==> config.mk <==
export PLATFORM = sky130hd
export DESIGN_NAME = core_ram_ctrl_flat
export DESIGN_NICKNAME = d
export VERILOG_FILES = /design/src/rtl/core_ram_pkg.sv /design/src/rtl/core_ram_ctrl_if.sv /design/src/rtl/core_ram_arb.sv /design/src/rtl/core_ram_ctrl.sv /design/src/flat_wrapper.sv
export SDC_FILE = /design/constraint.sdc
export NUM_CORES = 1
export LEC_CHECK = 0
export BUFFER_PORTS_ARGS = -buffer_cell sky130_fd_sc_hd__buf_4
export CAP_MARGIN = 40
export CORE_MARGIN = 3
export CORE_UTILIZATION = 48
export DETAILED_ROUTE_END_ITERATION = 16
export GPL_TIMING_DRIVEN = 0
export PLACE_DENSITY = 0.85
export SLEW_MARGIN = 10
export SYNTH_ARGS = -nofsm -noshare
export SYNTH_HDL_FRONTEND = slang
export SYNTH_SLANG_ARGS = --single-unit
==> constraint.sdc <==
create_clock -name clk -period 5 [get_ports clk]
set_input_delay 1.5 -clock clk [delete_from_list [all_inputs] [get_ports clk]]
set_output_delay 1.5 -clock clk [all_outputs]
set_load 0.005 [all_outputs]
==> src/rtl/core_ram_pkg.sv <==
// Shared types and constants for the core RAM responder: FSM states,
// grant-source encoding and latency counter width.
package core_ram_pkg;

    typedef enum logic [1:0] {
        ST_IDLE   = 2'd0,
        ST_ACCESS = 2'd1,
        ST_LAT    = 2'd2,
        ST_DONE   = 2'd3
    } state_e;

    localparam logic SRC_IF  = 1'b0;
    localparam logic SRC_MEM = 1'b1;

    localparam int unsigned CNT_W = 4;

endpackage

==> src/rtl/core_ram_ctrl_if.sv <==
// Request/response bus between the core's fetch and load/store ports,
// the RAM responder and its synchronous SRAM.
interface core_ram_ctrl_if #(
    parameter int unsigned SRAM_AW = 12
) ();

    logic               if_req;
    logic [31:0]        if_addr;
    logic               if_done;
    logic [31:0]        if_rdata;
    logic               if_err;

    logic               mem_req;
    logic               mem_we;
    logic [3:0]         mem_be;
    logic [31:0]        mem_addr;
    logic [31:0]        mem_wdata;
    logic               mem_done;
    logic [31:0]        mem_rdata;
    logic               mem_err;

    logic               sram_cs;
    logic               sram_we;
    logic [3:0]         sram_be;
    logic [SRAM_AW-1:0] sram_addr;
    logic [31:0]        sram_wdata;
    logic [31:0]        sram_rdata;

    // Core requesters plus the SRAM macro
    modport master (
        output if_req, if_addr,
        output mem_req, mem_we, mem_be, mem_addr, mem_wdata,
        output sram_rdata,
        input  if_done, if_rdata, if_err,
        input  mem_done, mem_rdata, mem_err,
        input  sram_cs, sram_we, sram_be, sram_addr, sram_wdata
    );

    // RAM responder
    modport slave (
        input  if_req, if_addr,
        input  mem_req, mem_we, mem_be, mem_addr, mem_wdata,
        input  sram_rdata,
        output if_done, if_rdata, if_err,
        output mem_done, mem_rdata, mem_err,
        output sram_cs, sram_we, sram_be, sram_addr, sram_wdata
    );

endinterface

==> src/rtl/core_ram_arb.sv <==
// Two-way arbiter for fetch vs. load/store; when both request, the port
// that did not win last time gets the grant.
module core_ram_arb
    import core_ram_pkg::*;
(
    input  logic       clk,
    input  logic       rst_n,
    input  logic       if_req,
    input  logic       mem_req,
    input  logic       en,
    output logic [1:0] gnt
);

    logic last_q;
    logic last_d;

    always_comb begin
        gnt = '0;
        if (en) begin
            if (if_req && mem_req) begin
                gnt[(last_q == SRC_MEM) ? SRC_IF : SRC_MEM] = 1'b1;
            end else if (mem_req) begin
                gnt[SRC_MEM] = 1'b1;
            end else if (if_req) begin
                gnt[SRC_IF] = 1'b1;
            end
        end
        last_d = (gnt != 2'b00) ? gnt[SRC_MEM] : last_q;
    end

    always_ff @(posedge clk or negedge rst_n) begin
        if (!rst_n) begin
            last_q <= SRC_IF;
        end else begin
            last_q <= last_d;
        end
    end

endmodule

==> src/rtl/core_ram_ctrl.sv <==
// Single-port SRAM responder serving fetch and load/store requests with
// alternating arbitration, configurable read wait states and a done pulse.
module core_ram_ctrl
    import core_ram_pkg::*;
#(
    parameter int unsigned SRAM_AW     = 12,
    parameter int unsigned WAIT_CYCLES = 0
) (
    input  logic           clk,
    input  logic           rst_n,
    core_ram_ctrl_if.slave bus,
    output logic           busy
);

    state_e             state_q, state_d;
    logic [CNT_W-1:0]   cnt_q, cnt_d;
    logic               src_q, src_d;
    logic               we_q, we_d;
    logic               err_q, err_d;
    logic               if_done_q, if_done_d;
    logic               if_err_q, if_err_d;
    logic [31:0]        if_rdata_q, if_rdata_d;
    logic               mem_done_q, mem_done_d;
    logic               mem_err_q, mem_err_d;
    logic [31:0]        mem_rdata_q, mem_rdata_d;
    logic               sram_cs_q, sram_cs_d;
    logic               sram_we_q, sram_we_d;
    logic [3:0]         sram_be_q, sram_be_d;
    logic [SRAM_AW-1:0] sram_addr_q, sram_addr_d;
    logic [31:0]        sram_wdata_q, sram_wdata_d;

    logic [1:0]         gnt;
    logic               sel_mem;
    logic               sel_we;
    logic               sel_err;
    logic [31:0]        sel_addr;
    logic               finish;
    logic [31:0]        rd_word;

    core_ram_arb u_arb (
        .clk     (clk),
        .rst_n   (rst_n),
        .if_req  (bus.if_req),
        .mem_req (bus.mem_req),
        .en      (state_q == ST_IDLE),
        .gnt     (gnt)
    );

    // Sub-word stores use byte enables, so only loads/fetches check alignment
    always_comb begin
        sel_mem  = gnt[SRC_MEM];
        sel_addr = sel_mem ? bus.mem_addr : bus.if_addr;
        sel_we   = sel_mem & bus.mem_we;
        sel_err  = ((sel_addr >> (SRAM_AW + 2)) != 32'd0) ||
                   (!sel_we && (sel_addr[1:0] != 2'b00));
    end

    always_comb begin
        state_d      = state_q;
        cnt_d        = cnt_q;
        src_d        = src_q;
        we_d         = we_q;
        err_d        = err_q;
        sram_cs_d    = sram_cs_q;
        sram_we_d    = sram_we_q;
        sram_be_d    = sram_be_q;
        sram_addr_d  = sram_addr_q;
        sram_wdata_d = sram_wdata_q;
        if_done_d    = 1'b0;
        if_err_d     = 1'b0;
        if_rdata_d   = '0;
        mem_done_d   = 1'b0;
        mem_err_d    = 1'b0;
        mem_rdata_d  = '0;
        finish       = 1'b0;
        rd_word      = '0;

        case (state_q)
            ST_IDLE: begin
                if (gnt != 2'b00) begin
                    state_d      = ST_ACCESS;
                    src_d        = sel_mem;
                    we_d         = sel_we;
                    err_d        = sel_err;
                    sram_cs_d    = !sel_err;
                    sram_we_d    = sel_we && !sel_err;
                    sram_be_d    = (sel_we && !sel_err) ? bus.mem_be : 4'b0000;
                    sram_addr_d  = sel_addr[SRAM_AW+1:2];
                    sram_wdata_d = sel_mem ? bus.mem_wdata : '0;
                end
            end
            ST_ACCESS: begin
                sram_cs_d = 1'b0;
                sram_we_d = 1'b0;
                sram_be_d = 4'b0000;
                // An erroring grant spends this slot with cs held low and
                // goes straight to DONE, giving the two-cycle error latency.
                if (err_q) begin
                    state_d = ST_DONE;
                    finish  = 1'b1;
                end else begin
                    state_d = ST_LAT;
                    cnt_d   = CNT_W'(WAIT_CYCLES);
                end
            end
            ST_LAT: begin
                if (cnt_q == '0) begin
                    state_d = ST_DONE;
                    finish  = 1'b1;
                end else begin
                    cnt_d = cnt_q - CNT_W'(1);
                end
            end
            ST_DONE: begin
                state_d = ST_IDLE;
            end
            default: begin
                state_d = ST_IDLE;
            end
        endcase

        if (finish) begin
            rd_word     = (err_q || we_q) ? 32'd0 : bus.sram_rdata;
            if_done_d   = (src_q == SRC_IF);
            mem_done_d  = (src_q == SRC_MEM);
            if_err_d    = err_q && (src_q == SRC_IF);
            mem_err_d   = err_q && (src_q == SRC_MEM);
            if_rdata_d  = (src_q == SRC_IF)  ? rd_word : 32'd0;
            mem_rdata_d = (src_q == SRC_MEM) ? rd_word : 32'd0;
        end
    end

    always_ff @(posedge clk or negedge rst_n) begin
        if (!rst_n) begin
            state_q      <= ST_IDLE;
            cnt_q        <= '0;
            src_q        <= SRC_IF;
            we_q         <= 1'b0;
            err_q        <= 1'b0;
            if_done_q    <= 1'b0;
            if_err_q     <= 1'b0;
            if_rdata_q   <= '0;
            mem_done_q   <= 1'b0;
            mem_err_q    <= 1'b0;
            mem_rdata_q  <= '0;
            sram_cs_q    <= 1'b0;
            sram_we_q    <= 1'b0;
            sram_be_q    <= '0;
            sram_addr_q  <= '0;
            sram_wdata_q <= '0;
        end else begin
            state_q      <= state_d;
            cnt_q        <= cnt_d;
            src_q        <= src_d;
            we_q         <= we_d;
            err_q        <= err_d;
            if_done_q    <= if_done_d;
            if_err_q     <= if_err_d;
            if_rdata_q   <= if_rdata_d;
            mem_done_q   <= mem_done_d;
            mem_err_q    <= mem_err_d;
            mem_rdata_q  <= mem_rdata_d;
            sram_cs_q    <= sram_cs_d;
            sram_we_q    <= sram_we_d;
            sram_be_q    <= sram_be_d;
            sram_addr_q  <= sram_addr_d;
            sram_wdata_q <= sram_wdata_d;
        end
    end

    assign busy           = (state_q != ST_IDLE);
    assign bus.if_done    = if_done_q;
    assign bus.if_err     = if_err_q;
    assign bus.if_rdata   = if_rdata_q;
    assign bus.mem_done   = mem_done_q;
    assign bus.mem_err    = mem_err_q;
    assign bus.mem_rdata  = mem_rdata_q;
    assign bus.sram_cs    = sram_cs_q;
    assign bus.sram_we    = sram_we_q;
    assign bus.sram_be    = sram_be_q;
    assign bus.sram_addr  = sram_addr_q;
    assign bus.sram_wdata = sram_wdata_q;

endmodule

==> src/flat_wrapper.sv <==
// flat-port wrapper written by rule: the top's interface ports become plain ports
module core_ram_ctrl_flat import core_ram_pkg::*;
#(
    parameter int unsigned SRAM_AW     = 12,
    parameter int unsigned WAIT_CYCLES = 0
)
  (clk, rst_n, busy, bus_if_req, bus_if_addr, bus_mem_req, bus_mem_we, bus_mem_be, bus_mem_addr, bus_mem_wdata, bus_sram_rdata, bus_if_done, bus_if_rdata, bus_if_err, bus_mem_done, bus_mem_rdata, bus_mem_err, bus_sram_cs, bus_sram_we, bus_sram_be, bus_sram_addr, bus_sram_wdata);
  core_ram_ctrl_if #(.SRAM_AW(SRAM_AW)) bus_i ();
  input  logic clk;
  input  logic rst_n;
  output logic busy;
  input wire logic [$bits(bus_i.if_req)-1:0] bus_if_req;
  input wire logic [$bits(bus_i.if_addr)-1:0] bus_if_addr;
  input wire logic [$bits(bus_i.mem_req)-1:0] bus_mem_req;
  input wire logic [$bits(bus_i.mem_we)-1:0] bus_mem_we;
  input wire logic [$bits(bus_i.mem_be)-1:0] bus_mem_be;
  input wire logic [$bits(bus_i.mem_addr)-1:0] bus_mem_addr;
  input wire logic [$bits(bus_i.mem_wdata)-1:0] bus_mem_wdata;
  input wire logic [$bits(bus_i.sram_rdata)-1:0] bus_sram_rdata;
  output wire logic [$bits(bus_i.if_done)-1:0] bus_if_done;
  output wire logic [$bits(bus_i.if_rdata)-1:0] bus_if_rdata;
  output wire logic [$bits(bus_i.if_err)-1:0] bus_if_err;
  output wire logic [$bits(bus_i.mem_done)-1:0] bus_mem_done;
  output wire logic [$bits(bus_i.mem_rdata)-1:0] bus_mem_rdata;
  output wire logic [$bits(bus_i.mem_err)-1:0] bus_mem_err;
  output wire logic [$bits(bus_i.sram_cs)-1:0] bus_sram_cs;
  output wire logic [$bits(bus_i.sram_we)-1:0] bus_sram_we;
  output wire logic [$bits(bus_i.sram_be)-1:0] bus_sram_be;
  output wire logic [$bits(bus_i.sram_addr)-1:0] bus_sram_addr;
  output wire logic [$bits(bus_i.sram_wdata)-1:0] bus_sram_wdata;
  assign bus_i.if_req = bus_if_req;
  assign bus_i.if_addr = bus_if_addr;
  assign bus_i.mem_req = bus_mem_req;
  assign bus_i.mem_we = bus_mem_we;
  assign bus_i.mem_be = bus_mem_be;
  assign bus_i.mem_addr = bus_mem_addr;
  assign bus_i.mem_wdata = bus_mem_wdata;
  assign bus_i.sram_rdata = bus_sram_rdata;
  assign bus_if_done = bus_i.if_done;
  assign bus_if_rdata = bus_i.if_rdata;
  assign bus_if_err = bus_i.if_err;
  assign bus_mem_done = bus_i.mem_done;
  assign bus_mem_rdata = bus_i.mem_rdata;
  assign bus_mem_err = bus_i.mem_err;
  assign bus_sram_cs = bus_i.sram_cs;
  assign bus_sram_we = bus_i.sram_we;
  assign bus_sram_be = bus_i.sram_be;
  assign bus_sram_addr = bus_i.sram_addr;
  assign bus_sram_wdata = bus_i.sram_wdata;
  core_ram_ctrl #(.SRAM_AW(SRAM_AW), .WAIT_CYCLES(WAIT_CYCLES)) u_core (.clk(clk), .rst_n(rst_n), .bus(bus_i), .busy(busy));
endmodule
# ---- Yosys cells after proc, flatten, opt, wreduce, memory -nomap -nowiden
# Index checks and enable logic that the tools add are counted.
dict set report op_classes {
  muxes 36
  multipliers 0
  n_shift 0
  order_cmp 2
  n_addsub 1
  div_mod_pow 0
  reduce_logical 22
  n_eq_ne 7
  bitwise_logic 2
}
# operator n
set ops {}
lappend ops {{32-bit two-way mux} 7}
lappend ops {{32-bit nonzero test} 1}
lappend ops {{4-bit two-way mux} 4}
lappend ops {{4-bit case mux with 2 select lines} 2}
lappend ops {{1-bit two-way mux} 14}
lappend ops {{2-bit nonzero test} 5}
lappend ops {{2-bit two-way mux} 4}
lappend ops {{2-bit case mux with 4 select lines} 1}
lappend ops {{1-bit logical AND} 6}
lappend ops {{1-bit case mux with 2 select lines} 3}
lappend ops {{2-bit AND reduction} 3}
lappend ops {{2-bit == test, second input constant} 2}
lappend ops {{4-bit logical NOT} 1}
lappend ops {{2-bit by 1-bit != test with 1-bit output, second input constant} 2}
lappend ops {{2-bit != test, second input constant} 2}
lappend ops {{4-bit by 1-bit subtractor with 4-bit output, second input constant} 1}
lappend ops {{3-bit AND reduction} 1}
lappend ops {{2-bit by 1-bit == test with 1-bit output, second input constant} 1}
lappend ops {{1-bit logical NOT} 2}
lappend ops {{2-bit logical NOT} 1}
lappend ops {{1-bit logical OR} 2}
lappend ops {{1-bit by 2-bit less-than comparator with 1-bit output, second input constant} 1}
lappend ops {{1-bit AND} 1}
lappend ops {{1-bit demux with 1-bit select} 1}
lappend ops {{2 further kinds} 2}
dict set report word_totals {
  memories 0
  latch_bits 0
  romBits 0
  wordCells 87
  mem_bits_rw 0
  inputBits 137
  register_bits 128
  out_inout_bits 119
}

# ---- Longest topological paths before layout
dict set report logic_depth {
  ltp_word 16
  ltp_mapped 8
  depth_no_buf 7
}

# ---- Hierarchy
# A second synthesis with hierarchy kept.
dict set report unflattened {
  cells_unflattened 440
  hier_area_um2 4978.5
}
# module area_each_um2 seq_area_each_um2 n_inst cells_per_inst
set modules_own_cells {}
lappend modules_own_cells {core_ram_ctrl 4917.2 3178.0 1 432}
lappend modules_own_cells {core_ram_arb 61.3 25.0 1 8}

# ---- Worst setup path before layout
# OpenSTA, ideal clock, no wires.
dict set report synth_timing {
  path_type {input -> register}
  startpoint {input bus_mem_addr[17]}
  endpoint {register u_core.sram_be_q[0], in the netlist u_core.bus.sram_be[0]}
  t_arrival_ps 2681
  t_required_ps 4934
  path_buffers 0
  setup_ps 66
  setup_slack_ps 2253
  cell_stages 5
  path_cell_list {or4_4 -> nor3_2 -> and4_1 -> and4b_4 -> a22o_1}
}
dict set report synth_between {
  elab_chain_len 8
}
# element line_no
set synth_rtl {}
lappend synth_rtl {{start: declaration} flat_wrapper.sv:17} ;# input wire logic [$bits(bus_i.mem_addr)-1:0] bus_mem_addr;
lappend synth_rtl {{32-bit two-way mux} core_ram_ctrl.sv:52} ;# sel_addr = sel_mem ? bus.mem_addr : bus.if_addr;
lappend synth_rtl {{32-bit nonzero test} core_ram_ctrl.sv:54} ;# sel_err = ((sel_addr >> (SRAM_AW + 2)) != 32'd0) ||
lappend synth_rtl {{1-bit logical OR} core_ram_ctrl.sv:54}
lappend synth_rtl {{1-bit logical NOT} core_ram_ctrl.sv:87} ;# sram_be_d = (sel_we && !sel_err) ? bus.mem_be : 4'b0000;
lappend synth_rtl {{1-bit logical AND} core_ram_ctrl.sv:87}
lappend synth_rtl {{4-bit two-way mux} core_ram_ctrl.sv:87}
lappend synth_rtl {{4-bit two-way mux} core_ram_ctrl.sv:80} ;# if (gnt != 2'b00) begin
lappend synth_rtl {{4-bit case mux with 2 select lines} core_ram_ctrl.sv:78} ;# case (state_q)
lappend synth_rtl {{end signal: assignment} core_ram_ctrl.sv:165} ;# sram_be_q <= sram_be_d;
lappend synth_rtl {{end: declaration} core_ram_ctrl.sv:28} ;# logic [3:0] sram_be_q, sram_be_d;
# No other way between the ends. The select of a mux whose other input is x is not followed.
# A chain may end at the register's enable or synchronous reset.

# ---- Worst setup path after layout
dict set report layout_timing {
  startpoint {register u_core.state_q[0]}
  endpoint {output busy}
}
dict set report layout_between {
  elab_chain_len 1
}
# element line_no
set layout_rtl {}
lappend layout_rtl {{start: declaration} core_ram_ctrl.sv:15} ;# state_e state_q, state_d;
lappend layout_rtl {{start signal: assignment} core_ram_ctrl.sv:152} ;# state_q <= state_d;
lappend layout_rtl {{2-bit nonzero test} core_ram_ctrl.sv:171} ;# assign busy = (state_q != ST_IDLE);
lappend layout_rtl {{end: declaration} flat_wrapper.sv:11} ;# output logic busy;
# No other way between the ends.

==> Flow_metrics.wiki <==
{| class="wikitable"
! Metric !! Value
|-
| Status || finished, final reports clean
|-
| Multi-input combinational cell area || 1400 sq um
|-
| Global-route congestion overflow total || 0
|-
| Worst Max-Slew Pin Slew || 0.693 ns
|-
| Setup TNS || 0 ns
|-
| Int Pwr || 2530 uW
|-
| Library cell with the largest summed area after synthesis || sky130_fd_sc_hd__dfrtp_1
|-
| Initial antenna violation count || 0
|-
| Final routed wire length divided by cell count || 18.9 um
|-
| Clock root buffer || sky130_fd_sc_hd__clkbuf_8
|-
| Final critical delay including setup and external delays || 3.01 ns
|-
| Arr. time, crit path || 1.51 ns
|-
| Net count reported at finish || 780
|-
| Post-cts resize count || 0
|-
| Detailed Route Iter0 Violations || 221
|-
| Peak per-stage delay on the critical path || 0.38 ns
|-
| Type of the worst min-delay path || reg -> reg
|-
| Post-synthesis instance area || 4730 sq um
|-
| Most common library cell in the layout ignoring fill and taps || sky130_fd_sc_hd__buf_4
|-
| Routed wire length || 14700 um
|-
| Core ar. || 9420 sq um
|-
| Unrepaired setup endpoints after global routing || false
|-
| Final clock skew || 0.0141 ns
|-
| Detailed-placement wirelength estimate || 10600 um
|-
| Part of the cycle the worst path needs || 0.603
|-
| Portion of synthesized cell area occupied by the leading cell type || 0.678
|-
| Total buffers and inverters traversed by the critical path || 3
|-
| First-pass GRT wire length || 22800 um
|-
| Via-to-Cell Ratio || 5.21
|-
| Post-Syn Nets || 505
|-
| Antenna fix cells || 0
|-
| Floorplan row count || 35
|-
| CTS Hold Buffers Added || 0
|-
| Max VDD drop || 0.227 mV
|-
| Pins over their slew limit || 0
|-
| Worst Path Class, Setup || reg -> out
|-
| Category of the worst setup path launch point || flop
|-
| Dominant register cell in the synthesized netlist || sky130_fd_sc_hd__dfrtp_1
|-
| TritonCTS clock tree || yes
|-
| Cell types occupying the most area after synthesis || sky130_fd_sc_hd__dfrtp_1, sky130_fd_sc_hd__and3_1, sky130_fd_sc_hd__a22o_1
|-
| Most used cells in the layout excluding fill and tap cells || sky130_fd_sc_hd__buf_4, sky130_fd_sc_hd__dfrtp_1, sky130_fd_sc_hd__and3_1
|-
| Fraction of layout cells with a size suffix above 1 || 0.462
|-
| Register-to-Register Setup Slack || 2.84 ns
|-
| Synth unique cells || 31
|-
| Sequential share of the synthesized area || 0.678
|-
| Boundary Pins || 256
|-
| Most common cell on crit path || sky130_fd_sc_hd__inv_1
|-
| Worst hold slack || 0.480 ns
|-
| Sink count of the clock tree || 128
|-
| TritonCTS Buffers || 17
|-
| Cell with the largest stage delay on the worst path || sky130_fd_sc_hd__dfrtp_1
|-
| Crit-path leading delay family || flip-flops
|-
| Worst slew margin relative to its limit || 0.533
|-
| Part of the total power dissipated in the clock network || 0.359
|-
| Maximum fanout along the worst path || 5
|-
| Setup repair bufs after CTS || 0
|-
| Final hold viol count || 0
|-
| Final Wtd Congestion || 0.833
|-
| Largest net degree at the start of global routing || 74
|-
| Share of async-settable or async-resettable flops after synthesis || 1.00
|-
| Post-synthesis to final-layout area growth || 57.8%
|-
| Yosys reg bits || 128
|-
| Height of the die || 105 um
|-
| Switching power share of the total || 0.293
|-
| Worst-path cell chain || inv_1, ha_1, inv_1, buf_4
|-
| Number of fillers in the final layout || 567
|-
| Kind of capture point of the worst setup path || output port
|-
| Remaining design rule violation count || 0
|-
| Sequential standard cell area || 3200 sq um
|-
| Count of port buffers added during placement || 255
|-
| Max-capacitance violation count || 0
|-
| Combinational power share || 0.270
|-
| Antenna-violating nets left || 0
|-
| H-tree lvl count || 4
|-
| Post-synth EDFFs || 0
|-
| CTS Buffer Depth || 2
|-
| Timing-limited maximum frequency || 332 MHz
|-
| CTS clock-pin slew for the worst setup and hold paths || 0.06 ns
|-
| Psw || 1050 uW
|-
| Die area || 11100 sq um
|-
| Vias in the first global route || 4319
|-
| X dimension of the die || 105 um
|-
| Number of instances in the synthesized netlist || 362
|-
| Vias || 4056
|-
| Endpoints failing setup || 0
|-
| Share of total power in sequential cells || 0.371
|-
| Syn Area/Cell || 13.1 sq um
|-
| YS warnings || 0
|-
| Leakage power || 0.00417 uW
|-
| Power density over the cells || 480 nW/um^2
|-
| Clock insertion delay at the later pin of the skew report || 0.51 ns
|-
| Number of detailed-route iterations in the first pass || 4
|-
| All-Layer GR Usage || 0.266
|-
| Effective utilization at floorplan || 0.502
|-
| Required time of the critical path || 3.50 ns
|}
-- power by group through the flow --
stage	Clock [uW]	Combinational, uW	Sequential [uW]
detailed placement	0	953	1340
CTS	1290	972	1320
floorplan	0	440	1340
global route	1350	1060	1350
finish	1290	965	1330
global placement	0	913	1330
-- routing by layer --
| metal | GRT usage | routed length, um | vias up | part of all wire |
|---|---|---|---|---|
| met5 | 0 | 0 | - | 0 |
| met4 | 0.120 | 571 | 0 | 0.039 |
| met3 | 0.0594 | 798 | 40 | 0.054 |
| met2 | 0.475 | 8070 | 173 | 0.55 |
| met1 | 0.304 | 5260 | 1986 | 0.36 |
| li1 | - | - | 1857 | - |
-- flip-flops by register name, indices dropped and copies added, names as in the netlist, 2 cells and up --
name / count
u_core.bus.if_rdata: 32
u_core.bus.mem_rdata: 32
u_core.bus.sram_addr: 12
u_core.bus.sram_be: 4
u_core.bus.sram_wdata: 32
u_core.cnt_q: 4
u_core.state_q: 2
-- Yosys cell counts (2+ instances only) --
| cell type | count |
|---|---|
| sky130_fd_sc_hd__a21o_1 | 3 |
| sky130_fd_sc_hd__a22o_1 | 37 |
| sky130_fd_sc_hd__a22oi_1 | 2 |
| sky130_fd_sc_hd__and2_1 | 2 |
| sky130_fd_sc_hd__and3_1 | 64 |
| sky130_fd_sc_hd__buf_2 | 7 |
| sky130_fd_sc_hd__clkbuf_1 | 17 |
| sky130_fd_sc_hd__dfrtp_1 | 128 |
| sky130_fd_sc_hd__ha_1 | 6 |
| sky130_fd_sc_hd__inv_1 | 6 |
| sky130_fd_sc_hd__mux2i_1 | 12 |
| sky130_fd_sc_hd__nand2_1 | 21 |
| sky130_fd_sc_hd__nand2b_1 | 2 |
| sky130_fd_sc_hd__nor2_1 | 8 |
| sky130_fd_sc_hd__nor3_1 | 2 |
| sky130_fd_sc_hd__nor3b_2 | 2 |
| sky130_fd_sc_hd__nor4_1 | 5 |
| sky130_fd_sc_hd__o21a_1 | 3 |
| sky130_fd_sc_hd__o21ai_0 | 21 |
| sky130_fd_sc_hd__or4_1 | 3 |
-- cells by family after synthesis --
| group | Yosys count | synth area share |
|---|---|---|
| DFF | 128 | 0.678 |
| and+or+nand+nor | 115 | 0.144 |
| AOI/OAI and AO/OA | 71 | 0.111 |
| buffers and inverters | 30 | 0.0257 |
| muxes | 12 | 0.0254 |
| adders and majority gates | 6 | 0.0159 |
-- worst reg2reg max path, cell delays in order, from the launching register on --
cell,delay (ns)
sky130_fd_sc_hd__dfrtp_1,0.40
sky130_fd_sc_hd__inv_1,0.10
sky130_fd_sc_hd__ha_1,0.17
sky130_fd_sc_hd__nor3b_2,0.21
sky130_fd_sc_hd__a22oi_1,0.15
sky130_fd_sc_hd__nor3b_2,0.43
sky130_fd_sc_hd__clkbuf_1,0.38
sky130_fd_sc_hd__and3_1,0.23
-- area by class of cell --
class	instances	share of cell area
clock buffer	20	0.0597
multi-input combinational	204	0.188
clock inverter	12	0.0243
timing repair buffer	256	0.261
buffer	24	0.0132
tap	129	0.0216
sequential	128	0.429
inverter	6	0.00302
-- stage by stage --
| step | util | instances | area (sq um) | setup WS (ns) | power (uW) |
|---|---|---|---|---|---|
| 2_1_floorplan | - | 362 | 4730 | 2.25 | 1770 |
| 6_report | 0.792 | 779 | 7460 | 1.99 | 3580 |
| 3_3_place_gp | 0.723 | 746 | 6800 | 1.99 | 2240 |
| 3_5_place_dp | 0.726 | 747 | 6830 | 1.94 | 2290 |
| 5_1_grt | 0.792 | 779 | 7460 | 1.86 | 3760 |
| 4_1_cts | 0.792 | 779 | 7460 | 1.96 | 3590 |
-- final timing paths --
kind | from | endpoint | depth (start not counted)
min reg2reg | u_core.bus.sram_addr[8]$_DFFE_PN0P_ | u_core.bus.sram_addr[8]$_DFFE_PN0P_ | 2
min | u_core.bus.sram_addr[8]$_DFFE_PN0P_ | u_core.bus.sram_addr[8]$_DFFE_PN0P_ | 2
max in group asynchronous | rst_n | u_core.bus.if_rdata[31]$_DFF_PN0_ | 2
max reg2reg | u_core.cnt_q[0]$_DFFE_PN0P_ | u_core.bus.if_rdata[26]$_DFF_PN0_ | 7
min in group asynchronous | rst_n | u_core.bus.sram_wdata[3]$_DFFE_PN0P_ | 1
max | u_core.state_q[0]$_DFFE_PN0P_ | busy | 4
Power figures use the tool's default switching activity.
